<file path="config.mk">
export PLATFORM = sky130hd
export DESIGN_NAME = pwm_bank
export DESIGN_NICKNAME = d
export VERILOG_FILES = /design/src/rtl/pwm_pkg.sv /design/src/rtl/pwm_prescaler.sv /design/src/rtl/pwm_bank.sv
export SDC_FILE = /design/constraint.sdc
export NUM_CORES = 1
export LEC_CHECK = 0
export BUFFER_PORTS_ARGS = -buffer_cell sky130_fd_sc_hd__buf_2
export CORE_MARGIN = 1.5
export CORE_UTILIZATION = 54
export CTS_BUF_LIST = sky130_fd_sc_hd__clkbuf_16
export DETAILED_ROUTE_END_ITERATION = 12
export GPL_TIMING_DRIVEN = 0
export PLACE_DENSITY = 0.78
export SYNTH_ARGS = -nofsm -noshare
export SYNTH_HDL_FRONTEND = slang
export SYNTH_SLANG_ARGS = --single-unit
</file>
<file path="constraint.sdc">
create_clock -name clk -period 3.65 [get_ports clk]
set_input_delay 0.1825 -clock clk [delete_from_list [all_inputs] [get_ports clk]]
set_output_delay 0.1825 -clock clk [all_outputs]
set_load 0.02 [all_outputs]
</file>
<file path="src/rtl/pwm_pkg.sv">
// Register map and status layout shared by the PWM bank and its helpers.
package pwm_pkg;

  localparam int unsigned REG_CTRL   = 0;
  localparam int unsigned REG_CHEN   = 1;
  localparam int unsigned REG_PRESC  = 2;
  localparam int unsigned REG_PERIOD = 3;
  localparam int unsigned REG_DUTY0  = 4;

  localparam int unsigned ST_RUN  = 0;
  localparam int unsigned ST_CNT  = 1;
  localparam int unsigned ST_WRAP = 2;
  localparam int unsigned ST_OUT  = 3;

  localparam int unsigned CTRL_EN      = 0;
  localparam int unsigned CTRL_POL_LSB = 4;

endpackage

</file>
<file path="src/rtl/pwm_prescaler.sv">
// Free-running prescaler: tick whenever the count has reached the (live) divider value.
module pwm_prescaler #(
  parameter int unsigned WIDTH = 8
) (
  input  logic             clk,
  input  logic             rst,
  input  logic             ena,
  input  logic             clear,
  input  logic [WIDTH-1:0] presc,
  output logic             tick
);

  logic [WIDTH-1:0] presc_cnt_q, presc_cnt_d;

  // >= rather than == so a divider lowered below the count still ticks next cycle
  assign tick = (presc_cnt_q >= presc);

  always_comb begin
    presc_cnt_d = presc_cnt_q;
    if (ena) begin
      if (clear || tick) presc_cnt_d = '0;
      else               presc_cnt_d = presc_cnt_q + WIDTH'(1);
    end
  end

  always_ff @(posedge clk or posedge rst) begin
    if (rst) presc_cnt_q <= '0;
    else     presc_cnt_q <= presc_cnt_d;
  end

endmodule

</file>
<file path="src/rtl/pwm_bank.sv">
// Register-driven multi-channel PWM with double-buffered period/duty/polarity/enable.
module pwm_bank
  import pwm_pkg::*;
#(
  parameter int unsigned NUM_REGS = 8,
  parameter int unsigned WIDTH    = 8,
  parameter int unsigned NUM_CH   = 4
) (
  input  logic                      clk,
  input  logic                      rst,
  input  logic                      ena,
  input  logic [NUM_REGS*WIDTH-1:0] config_regs,
  output logic [NUM_REGS*WIDTH-1:0] status_regs,
  output logic [NUM_CH-1:0]         pwm_out
);

  if (NUM_REGS != 8 || NUM_CH > NUM_REGS - 4 || NUM_CH > 4) begin : g_param_check
    $error("pwm_bank: NUM_REGS must be 8 and NUM_CH must fit in the duty registers");
  end

  logic                    en_cfg;
  logic [NUM_CH-1:0]       pol_cfg, chen_cfg;
  logic [WIDTH-1:0]        presc_cfg, period_cfg;
  logic [NUM_CH-1:0][WIDTH-1:0] duty_cfg;
  logic                    unused_cfg;

  logic [WIDTH-1:0]        cnt_q, cnt_d, wrap_q, wrap_d;
  logic [WIDTH-1:0]        period_sh_q, period_sh_d;
  logic [NUM_CH-1:0][WIDTH-1:0] duty_sh_q, duty_sh_d;
  logic [NUM_CH-1:0]       pol_sh_q, pol_sh_d, chen_sh_q, chen_sh_d;
  logic [NUM_CH-1:0]       pwm_q, pwm_d;
  logic [NUM_REGS*WIDTH-1:0] status_q, status_d;
  logic                    tick;
  logic                    load_sh;

  // Config field decode; reserved bits are deliberately ignored
  always_comb begin
    en_cfg     = config_regs[REG_CTRL*WIDTH + CTRL_EN];
    pol_cfg    = config_regs[REG_CTRL*WIDTH + CTRL_POL_LSB +: NUM_CH];
    chen_cfg   = config_regs[REG_CHEN*WIDTH +: NUM_CH];
    presc_cfg  = config_regs[REG_PRESC*WIDTH +: WIDTH];
    period_cfg = config_regs[REG_PERIOD*WIDTH +: WIDTH];
    for (int i = 0; i < int'(NUM_CH); i++) begin
      duty_cfg[i] = config_regs[(REG_DUTY0 + i)*WIDTH +: WIDTH];
    end
  end
  assign unused_cfg = ^config_regs;

  pwm_prescaler #(.WIDTH(WIDTH)) u_presc (
    .clk   (clk),
    .rst   (rst),
    .ena   (ena),
    .clear (~en_cfg),
    .presc (presc_cfg),
    .tick  (tick)
  );

  // Period counter, shadow reload and output compare
  always_comb begin
    cnt_d       = cnt_q;
    wrap_d      = wrap_q;
    period_sh_d = period_sh_q;
    duty_sh_d   = duty_sh_q;
    pol_sh_d    = pol_sh_q;
    chen_sh_d   = chen_sh_q;
    pwm_d       = pwm_q;
    load_sh     = 1'b0;

    if (ena) begin
      if (!en_cfg) begin
        cnt_d   = '0;
        pwm_d   = pol_cfg;
        load_sh = 1'b1;
      end else begin
        for (int i = 0; i < int'(NUM_CH); i++) begin
          pwm_d[i] = (chen_sh_q[i] & (cnt_q < duty_sh_q[i])) ^ pol_sh_q[i];
        end
        if (tick) begin
          if (cnt_q == period_sh_q) begin
            cnt_d   = '0;
            wrap_d  = wrap_q + WIDTH'(1);
            load_sh = 1'b1;
          end else begin
            cnt_d = cnt_q + WIDTH'(1);
          end
        end
      end
    end

    if (load_sh) begin
      period_sh_d = period_cfg;
      duty_sh_d   = duty_cfg;
      pol_sh_d    = pol_cfg;
      chen_sh_d   = chen_cfg;
    end
  end

  // Status mirrors internal state one clock late; the run bit also drops while frozen
  always_comb begin
    status_d = '0;
    status_d[ST_RUN*WIDTH]            = en_cfg & ena;
    status_d[ST_CNT*WIDTH +: WIDTH]   = cnt_q;
    status_d[ST_WRAP*WIDTH +: WIDTH]  = wrap_q;
    status_d[ST_OUT*WIDTH +: NUM_CH]  = pwm_q;
  end

  always_ff @(posedge clk or posedge rst) begin
    if (rst) begin
      cnt_q       <= '0;
      wrap_q      <= '0;
      period_sh_q <= '0;
      duty_sh_q   <= '0;
      pol_sh_q    <= '0;
      chen_sh_q   <= '0;
      pwm_q       <= '0;
      status_q    <= '0;
    end else begin
      cnt_q       <= cnt_d;
      wrap_q      <= wrap_d;
      period_sh_q <= period_sh_d;
      duty_sh_q   <= duty_sh_d;
      pol_sh_q    <= pol_sh_d;
      chen_sh_q   <= chen_sh_d;
      pwm_q       <= pwm_d;
      status_q    <= status_d;
    end
  end

  assign pwm_out     = pwm_q;
  assign status_regs = status_q;

endmodule
</file>
==> results.rst, run 1 <==
.. list-table::
   :header-rows: 1

   * - Metric
     - Value
   * - Crit path capture type
     - register
   * - Sinks on the clock net
     - 97
   * - Number of synthesized flops with an enable pin
     - 0
   * - Combinational cell fraction of total power
     - 37.7%
   * - Buffers inserted by post-CTS timing repair
     - 0
   * - Drt first pass iters
     - 5
   * - Average cell area after synthesis
     - 11.25 sq um
   * - Tmin final
     - 2.732 ns
   * - Asr flop ratio synth
     - 100.0%
   * - Synthesized instance count
     - 479
   * - Startpoint type of the worst setup path
     - register
   * - Transition at the pin with the smallest max-transition slack
     - 0.8511 ns
   * - Placeable core area
     - 9729 sq um
   * - Top cells by count, synth
     - sky130_fd_sc_hd__dfrtp_1 (97), sky130_fd_sc_hd__inv_1 (53), sky130_fd_sc_hd__buf_4 (49)
   * - Number of global-route vias before repair
     - 3822
   * - Ratio of cells with drive above 1 in the final layout
     - 32.10%
   * - Max clock buf depth
     - 2
   * - Pre-CTS worst setup slack
     - 0.9388 ns
   * - Path class of the lowest-slack min-delay path
     - primary input to register
   * - Worst hold margin
     - 0.05454 ns
   * - Achievable Freq
     - 366.1 MHz
   * - Share of the synthesized area in the top cell type
     - 45.05%
   * - Post-CTS Hold Buffers
     - 1
   * - Sw Ratio
     - 36.06%
   * - Row count
     - 36
   * - Avg WL per Cell
     - 15.10 um
   * - PnR worst setup slack
     - 0.9184 ns
   * - Cells resized by post-CTS repair
     - 0
   * - Crit-path max cell delay
     - 0.68 ns
   * - Global-route wire length before repair
     - 18020 um
   * - Number of nets in the finished design
     - 724
   * - Most frequently used flop master after synthesis
     - sky130_fd_sc_hd__dfrtp_1
   * - Clock network fraction of total power
     - 21.9%
   * - P_sw
     - 1.551 mW
   * - Critical Path, Cell by Cell
     - xor2_1 > nor4_4 > a21oi_2 > nor4_4 > buf_6 > buf_6 > mux2_1
   * - Synth top area cells
     - sky130_fd_sc_hd__dfrtp_1 (45%), sky130_fd_sc_hd__ha_1 (9.1%), sky130_fd_sc_hd__buf_4 (6.8%)
   * - Ratio of routed vias to standard cells
     - 5.308
   * - Portion of the clock cycle consumed by the worst path in the final layout
     - 74.84%
   * - Pin count of the biggest net entering global routing
     - 71
   * - Buffers on Ports
     - 84
   * - Clock tree from TritonCTS
     - built
   * - Total non-filler cell area in the finished layout
     - 6467 sq um
   * - Detail Placement HPWL
     - 8485 um
   * - Total vias in the final route
     - 4013
   * - Setup Viol. Count Final
     - 0
   * - Root buffer cell
     - sky130_fd_sc_hd__clkbuf_16
   * - Cell area after placement
     - 6162 sq um
   * - Area Growth Syn to Fin
     - 20.04%
   * - Gpl congestion
     - 0.8346
   * - DRT iter0 DRCs
     - 252
   * - Total Negative Setup Slacks
     - 0 ns
   * - Critical path start-end classification
     - register to register
   * - Most repeated cell in the gate-level netlist after synthesis
     - sky130_fd_sc_hd__dfrtp_1
   * - Sequential fraction of the synthesis area
     - 45.05%
   * - Effective utilization at floorplan
     - 55.38%
   * - LEAKAGE
     - 3.312 nW
   * - Die span in x
     - 102.9 um
   * - Max-slew violation count
     - 0
   * - Netlist area before placement
     - 5388 sq um
   * - Chip height
     - 102.9 um
   * - VDD IR max
     - 0.3345 mV
   * - Routed WL
     - 11420 um
   * - Required time of the critical path
     - 3.87 ns
   * - Internal Pwr Total
     - 2.751 mW
   * - Dpl cells
     - 739
   * - Worst-Skew Late Latency
     - 0.34 ns
   * - Arrival time at the worst endpoint
     - 2.95 ns
   * - Flops & latches, synth
     - 97
   * - Total power divided by cell area
     - 665.2 nW/um^2
   * - RSZ-0062 raised after global routing
     - no
   * - Area of the die
     - 10590 sq um
   * - Synth Warn #
     - 0
   * - Post-synth top area cell
     - sky130_fd_sc_hd__dfrtp_1
   * - Antenna diode count
     - 0
   * - Post-DRT Antenna Nets
     - 0
   * - Max-cap viol count
     - 0
   * - TritonCTS buffer count
     - 9
   * - Worst-path clk slew
     - 0.07 ns
   * - IO Pins
     - 135
   * - Clock tree skew after final layout
     - 0.005782 ns
   * - CP max stage cell
     - sky130_fd_sc_hd__dfrtp_1
   * - Reg power frac
     - 40.4%
   * - R2R Setup Slk
     - 0.92 ns
   * - Final routed DRC violation total
     - 0
   * - Overall routing resource usage
     - 22.43%
   * - GRT overflow
     - 0
   * - Number of hold violations in the final report
     - 0
   * - Number of library cell types mapped by synthesis
     - 45
   * - Final cell count without fillers
     - 756
   * - Largest driver fanout on the critical path
     - 11
   * - Headroom to the max-slew limit
     - 42.82%
   * - Initial antenna violation count
     - 0
   * - Clock H-tree levels
     - 3
   * - Run status
     - complete, no violations
==> cells in the final DEF, fill, tap and decap left out, types with 7 or more instances in the layout <==
cell type | Yosys | layout
sky130_fd_sc_hd__nor3_1 | 10 | 10
sky130_fd_sc_hd__mux2_1 | 10 | 10
sky130_fd_sc_hd__dfrtp_1 | 97 | 97
sky130_fd_sc_hd__nor2_1 | 13 | 13
sky130_fd_sc_hd__ha_1 | 39 | 39
sky130_fd_sc_hd__nand2_1 | 20 | 20
sky130_fd_sc_hd__conb_1 | 1 | 43
sky130_fd_sc_hd__nand3_1 | 13 | 13
sky130_fd_sc_hd__xor2_1 | 10 | 10
sky130_fd_sc_hd__mux2_4 | 10 | 10
sky130_fd_sc_hd__buf_4 | 49 | 49
sky130_fd_sc_hd__buf_2 | 3 | 87
sky130_fd_sc_hd__o2111ai_1 | 14 | 14
sky130_fd_sc_hd__clkbuf_16 | 0 | 9
sky130_fd_sc_hd__mux2_2 | 29 | 29
sky130_fd_sc_hd__inv_1 | 53 | 52
sky130_fd_sc_hd__nand4_1 | 12 | 12
sky130_fd_sc_hd__xnor2_1 | 7 | 7
==> kinds of logic (layout without fill, tap and decap cells) <==
logic type / count (synthesis) / after routing / synth area share (%)
other: 1 / 43 / 0.06960
buffers and inverters: 113 / 215 / 11.84
flip-flops: 97 / 97 / 45.05
AO/OA/AOI/OAI: 62 / 62 / 9.266
AND/OR/NAND/NOR: 97 / 97 / 10.26
XOR/XNOR: 17 / 17 / 2.764
adder cells (fa/ha/maj): 39 / 39 / 9.057
multiplexers: 53 / 53 / 11.68
==> final timing paths <==
| path | to | start | cells after the start |
|---|---|---|---|
| setup reg to reg | duty_sh_q[0] | cnt_q[3] | 7 |
| hold reg to reg | status_regs[25] | pwm_out[1] | 0 |
| max in group asynchronous | pwm_out[1] | rst | 4 |
| hold / removal | duty_sh_q[11] | config_regs[43] | 2 |
| min in group asynchronous | status_regs[17] | rst | 3 |
| setup / recovery | duty_sh_q[0] | cnt_q[3] | 7 |
==> layer usage <==
metal / up-vias / track usage [%] / wire length [um]
li1: 1898 / - / -
met1: 1919 / 28.73 / 4790
met5: - / 0 / 0
met4: 0 / 9.044 / 254
met2: 174 / 37.20 / 5641
met3: 22 / 4.881 / 730
==> power by group through the flow <==
| stage | clock network (mW) | logic (mW) | registers [mW] |
|---|---|---|---|
| detailed placement | 0 | 1.61 | 1.76 |
| global route | 1.00 | 1.81 | 1.79 |
| global placement | 0 | 1.51 | 1.74 |
| CTS | 0.957 | 1.63 | 1.74 |
| finish | 0.943 | 1.62 | 1.74 |
| floorplan | 0 | 1.22 | 1.71 |
==> through the flow <==
stage	power (mW)	utilization, %
4_1_cts	4.327	66.47
6_report	4.302	66.47
3_3_place_gp	3.248	63.03
3_5_place_dp	3.363	63.34
5_1_grt	4.601	66.47
2_1_floorplan	2.930	-
==> area by class of cell <==
class                           instances  area [sq um]
Clock buffer                            9         225.2
Timing Repair Buffer                   86         457.9
Inverter                               53         201.4
Multi-Input combinational cell        311          2480
Buffer                                 60         439.2
Tap cell                              133         166.4
Sequential cell                        97          2427
Clock inverter                          7         70.07
Fill cell                             791          3262
==> sequential cells by signal, summed over array words and instances (netlist names), 8 cells and up <==
| name | cells |
|---|---|
| cnt_q | 8 |
| duty_sh_q | 32 |
| period_sh_q | 8 |
| status_regs | 21 |
| u_presc.presc_cnt_q | 8 |
| wrap_q | 8 |
==> worst max-delay path: cells and delay by family, from the launching register on <==
family	cells	cell delay, ns
simple gates	2	0.83
buf+inv	2	0.37
compound gates	1	0.18
mux	1	0.33
flops	1	0.68
xor+xnor	1	0.20
Power figures use the tool's default switching activity.
==> inputs of run 2 (changes only) <==
--- a/config.mk
+++ b/config.mk
@@ -5,13 +5,14 @@
 export SDC_FILE = /design/constraint.sdc
 export NUM_CORES = 1
 export LEC_CHECK = 0
+export ABC_AREA = 1
 export BUFFER_PORTS_ARGS = -buffer_cell sky130_fd_sc_hd__buf_2
 export CORE_MARGIN = 1.5
-export CORE_UTILIZATION = 54
+export CORE_UTILIZATION = 49
 export CTS_BUF_LIST = sky130_fd_sc_hd__clkbuf_16
 export DETAILED_ROUTE_END_ITERATION = 12
 export GPL_TIMING_DRIVEN = 0
-export PLACE_DENSITY = 0.78
+export PLACE_DENSITY = 0.74
 export SYNTH_ARGS = -nofsm -noshare
 export SYNTH_HDL_FRONTEND = slang
 export SYNTH_SLANG_ARGS = --single-unit
==> constraint.sdc (replaced) <==
create_clock -name clk -period 2.5 [get_ports clk]
set_input_delay 0.125 -clock clk [delete_from_list [all_inputs] [get_ports clk]]
set_output_delay 0.125 -clock clk [all_outputs]
set_load 0.02 [all_outputs]
==> run 2 against run 1 <==
Area after synthesis increased by 2.5%; flip-flop and latch count unchanged; synthesized cell count up 40%; global-route usage down 0.18 points; design area rose by 2.6%; largest cell class unchanged.
==> results.rst, run 2 <==
.. list-table::
   :header-rows: 1

   * - Metric
     - Value
   * - Top library cells by usage in the layout, fill and taps aside
     - sky130_fd_sc_hd__nand2_1 (216), sky130_fd_sc_hd__dfrtp_1 (97), sky130_fd_sc_hd__buf_2 (94)
   * - Most common cell after layout, fill and taps aside
     - sky130_fd_sc_hd__nand2_1
   * - Most frequently used flop master after synthesis
     - sky130_fd_sc_hd__dfrtp_1
   * - Area of the die
     - 11910 sq um
   * - Netlist area before placement
     - 5520 sq um
   * - Asr flop ratio synth
     - 100.0%
   * - Number of synthesized flops with an enable pin
     - 0
   * - Setup Viol. Count Final
     - 0
   * - Max clock buf depth
     - 2
   * - Design Power
     - 4.500 mW
   * - IO Pins
     - 135
   * - Total non-filler cell area in the finished layout
     - 6634 sq um
   * - Worst-Skew Late Latency
     - 0.35 ns
   * - Transition at the pin with the smallest max-transition slack
     - 0.6178 ns
   * - Portion of the clock cycle consumed by the worst path in the final layout
     - 85.11%
   * - Synth top area cells
     - sky130_fd_sc_hd__dfrtp_1 (44%), sky130_fd_sc_hd__nand2_1 (15%), sky130_fd_sc_hd__ha_1 (8.8%)
   * - Placeable core area
     - 10940 sq um
   * - Combinational cell fraction of total power
     - 23.9%
   * - Gpl congestion
     - 0.8839
   * - Routed WL
     - 12570 um
   * - Sequential fraction of the synthesis area
     - 43.97%
   * - Sw Ratio
     - 31.34%
   * - Critical path start-end classification
     - register to register
   * - LEAKAGE
     - 3.774 nW
   * - Internal Pwr Total
     - 3.090 mW
   * - Number of library cell types mapped by synthesis
     - 27
   * - Run status
     - complete, no violations
   * - Clock tree from TritonCTS
     - built
   * - Max-slew violation count
     - 0
   * - Die span in x
     - 109.1 um
   * - Headroom to the max-slew limit
     - 58.81%
   * - Drt first pass iters
     - 5
   * - Clock H-tree levels
     - 3
   * - Buffers on Ports
     - 83
   * - Cells resized by post-CTS repair
     - 0
   * - Cell area after placement
     - 6312 sq um
   * - TritonCTS buffer count
     - 9
   * - Arrival time at the worst endpoint
     - 2.39 ns
   * - Worst-path clk slew
     - 0.07 ns
   * - Path class of the lowest-slack min-delay path
     - primary input to register
   * - DRT iter0 DRCs
     - 245
   * - Synthesized instance count
     - 671
   * - Flops & latches, synth
     - 97
   * - GRT overflow
     - 0
   * - Total power divided by cell area
     - 678.3 nW/um^2
   * - Required time of the critical path
     - 2.77 ns
   * - Max-cap viol count
     - 0
   * - Number of global-route vias before repair
     - 4471
   * - Post-DRT Antenna Nets
     - 0
   * - Count of buffering cells on the critical path with inverters included
     - 1
   * - Sinks on the clock net
     - 97
   * - Detail Placement HPWL
     - 9459 um
   * - Reg power frac
     - 43.4%
   * - Achievable Freq
     - 470.0 MHz
   * - Root buffer cell
     - sky130_fd_sc_hd__clkbuf_16
   * - Top delay family on crit path
     - simple AND/OR/NAND/NOR gates
   * - Antenna diode count
     - 0
   * - Crit-path max cell delay
     - 0.42 ns
   * - Max reg flops
     - 32
   * - Ratio of routed vias to standard cells
     - 4.880
   * - Area Growth Syn to Fin
     - 20.17%
   * - Chip height
     - 109.1 um
   * - Effective utilization at floorplan
     - 50.48%
   * - Average cell area after synthesis
     - 8.227 sq um
   * - Worst hold margin
     - 0.02166 ns
   * - Post-synth top area cell
     - sky130_fd_sc_hd__dfrtp_1
   * - Ratio of cells with drive above 1 in the final layout
     - 20.86%
   * - Avg WL per Cell
     - 13.16 um
   * - Crit path capture type
     - register
   * - Top cells by count, synth
     - sky130_fd_sc_hd__nand2_1 (216), sky130_fd_sc_hd__dfrtp_1 (97), sky130_fd_sc_hd__inv_1 (76)
   * - Final routed DRC violation total
     - 0
   * - Clock tree skew after final layout
     - 0.01062 ns
   * - Initial antenna violation count
     - 0
   * - RSZ-0062 raised after global routing
     - no
   * - # fillers
     - 1006
   * - Largest driver fanout on the critical path
     - 10
   * - Synth Warn #
     - 0
   * - Clock network fraction of total power
     - 32.7%
   * - Critical Path, Cell by Cell
     - ha_1 > a21oi_1 > nor2_1 > nor2_1 > nand4_2 > nand2_1 > buf_4 > nand2_1 > o21ai_1
   * - CP max stage cell
     - sky130_fd_sc_hd__dfrtp_1
   * - VDD IR max
     - 0.3475 mV
   * - Share of the synthesized area in the top cell type
     - 43.97%
   * - Most repeated cell in the gate-level netlist after synthesis
     - sky130_fd_sc_hd__nand2_1
   * - Number of nets in the finished design
     - 916
   * - Tmin final
     - 2.128 ns
   * - Most flops, register
     - duty_sh_q
   * - R2R Setup Slk
     - 0.37 ns
   * - Pin count of the biggest net entering global routing
     - 43
   * - Global-route wire length before repair
     - 20350 um
   * - Number of hold violations in the final report
     - 0
   * - P_sw
     - 1.410 mW
   * - Total vias in the final route
     - 4660
   * - Post-layout util
     - 60.66%
   * - Total Negative Setup Slacks
     - 0 ns
   * - Overall routing resource usage
     - 22.25%
   * - Startpoint type of the worst setup path
     - register
   * - Row count
     - 38
[run 2: changes by cell type after synthesis, sizes merged, moves of 10 or more]
cell	before	now
nand2	20	218
mux2	49	0
nand4	12	59
inv	53	78
o2111ai	14	0
nor2	13	25
o21ai	6	18
nand3	13	24
buf	55	65
[run 2: area by class of cell]
type	instances	area, sq um	area share [%]
plain buffers	71	486.7	7.337
clock buffers	9	225.2	3.395
clock inverters	7	86.33	1.301
inverters	78	296.5	4.470
multi-input cells	467	2471	37.25
flip-flops and latches	97	2427	36.59
well taps	140	175.2	2.641
repair buffers	86	465.4	7.016
[run 2: cell families after synthesis]
logic type,after synthesis,share of synthesized area [%]
and+or+nand+nor,333,26.45
buffers and inverters,149,14.12
adders and majority gates,39,8.840
other,1,0.06793
DFF,97,43.97
AOI/OAI and AO/OA,27,2.584
xor gates and xnor gates,25,3.966
[run 2: through the flow]
step | instances | worst slack, ns
final | 955 | 0.3721
after global routing | 955 | 0.2104
after CTS | 955 | 0.3850
after detailed placement | 938 | 0.3980
after global placement | 936 | 0.4710
after floorplan | 713 | 0.7257
[run 2: tightest hold or removal path, stage by stage]
cell                      delay, ns
sky130_fd_sc_hd__buf_2         0.07
sky130_fd_sc_hd__nand4_1       0.08
sky130_fd_sc_hd__nand2_1       0.07
[run 2: per-layer routing]
metal	vias up	track usage, %	routed length (um)
met5	-	0	0
met2	148	37.59	6218
li1	2341	-	-
met4	0	9.023	262
met1	2151	28.11	5324
met3	20	3.945	765
[run 2: worst paths after layout]
kind,start,to,cells after the start
worst max-delay path,u_presc.presc_cnt_q[5],cnt_q[4],9
min in group asynchronous,rst,pwm_out[1],3
worst min-delay path,config_regs[33],duty_sh_q[1],3
worst max register to register,u_presc.presc_cnt_q[5],cnt_q[4],9
max in group asynchronous,rst,cnt_q[0],5
worst min register to register,pwm_out[0],status_regs[24],0
[run 2: power by group through the flow]
stage | logic (mW) | registers, mW | clock network [mW]
after global placement | 1.02 | 1.97 | 0
after global routing | 1.24 | 1.98 | 1.55
after detailed placement | 1.07 | 1.98 | 0
after CTS | 1.08 | 1.95 | 1.48
final | 1.07 | 1.95 | 1.47
after floorplan | 0.787 | 1.96 | 0
[run 2: repair_timing]
action | in CTS | in global routing
hold buffers | 1 | 0
hold endpoints to repair | 18 | 0
setup buffers | 0 | 0
setup endpoints to repair | 0 | 0
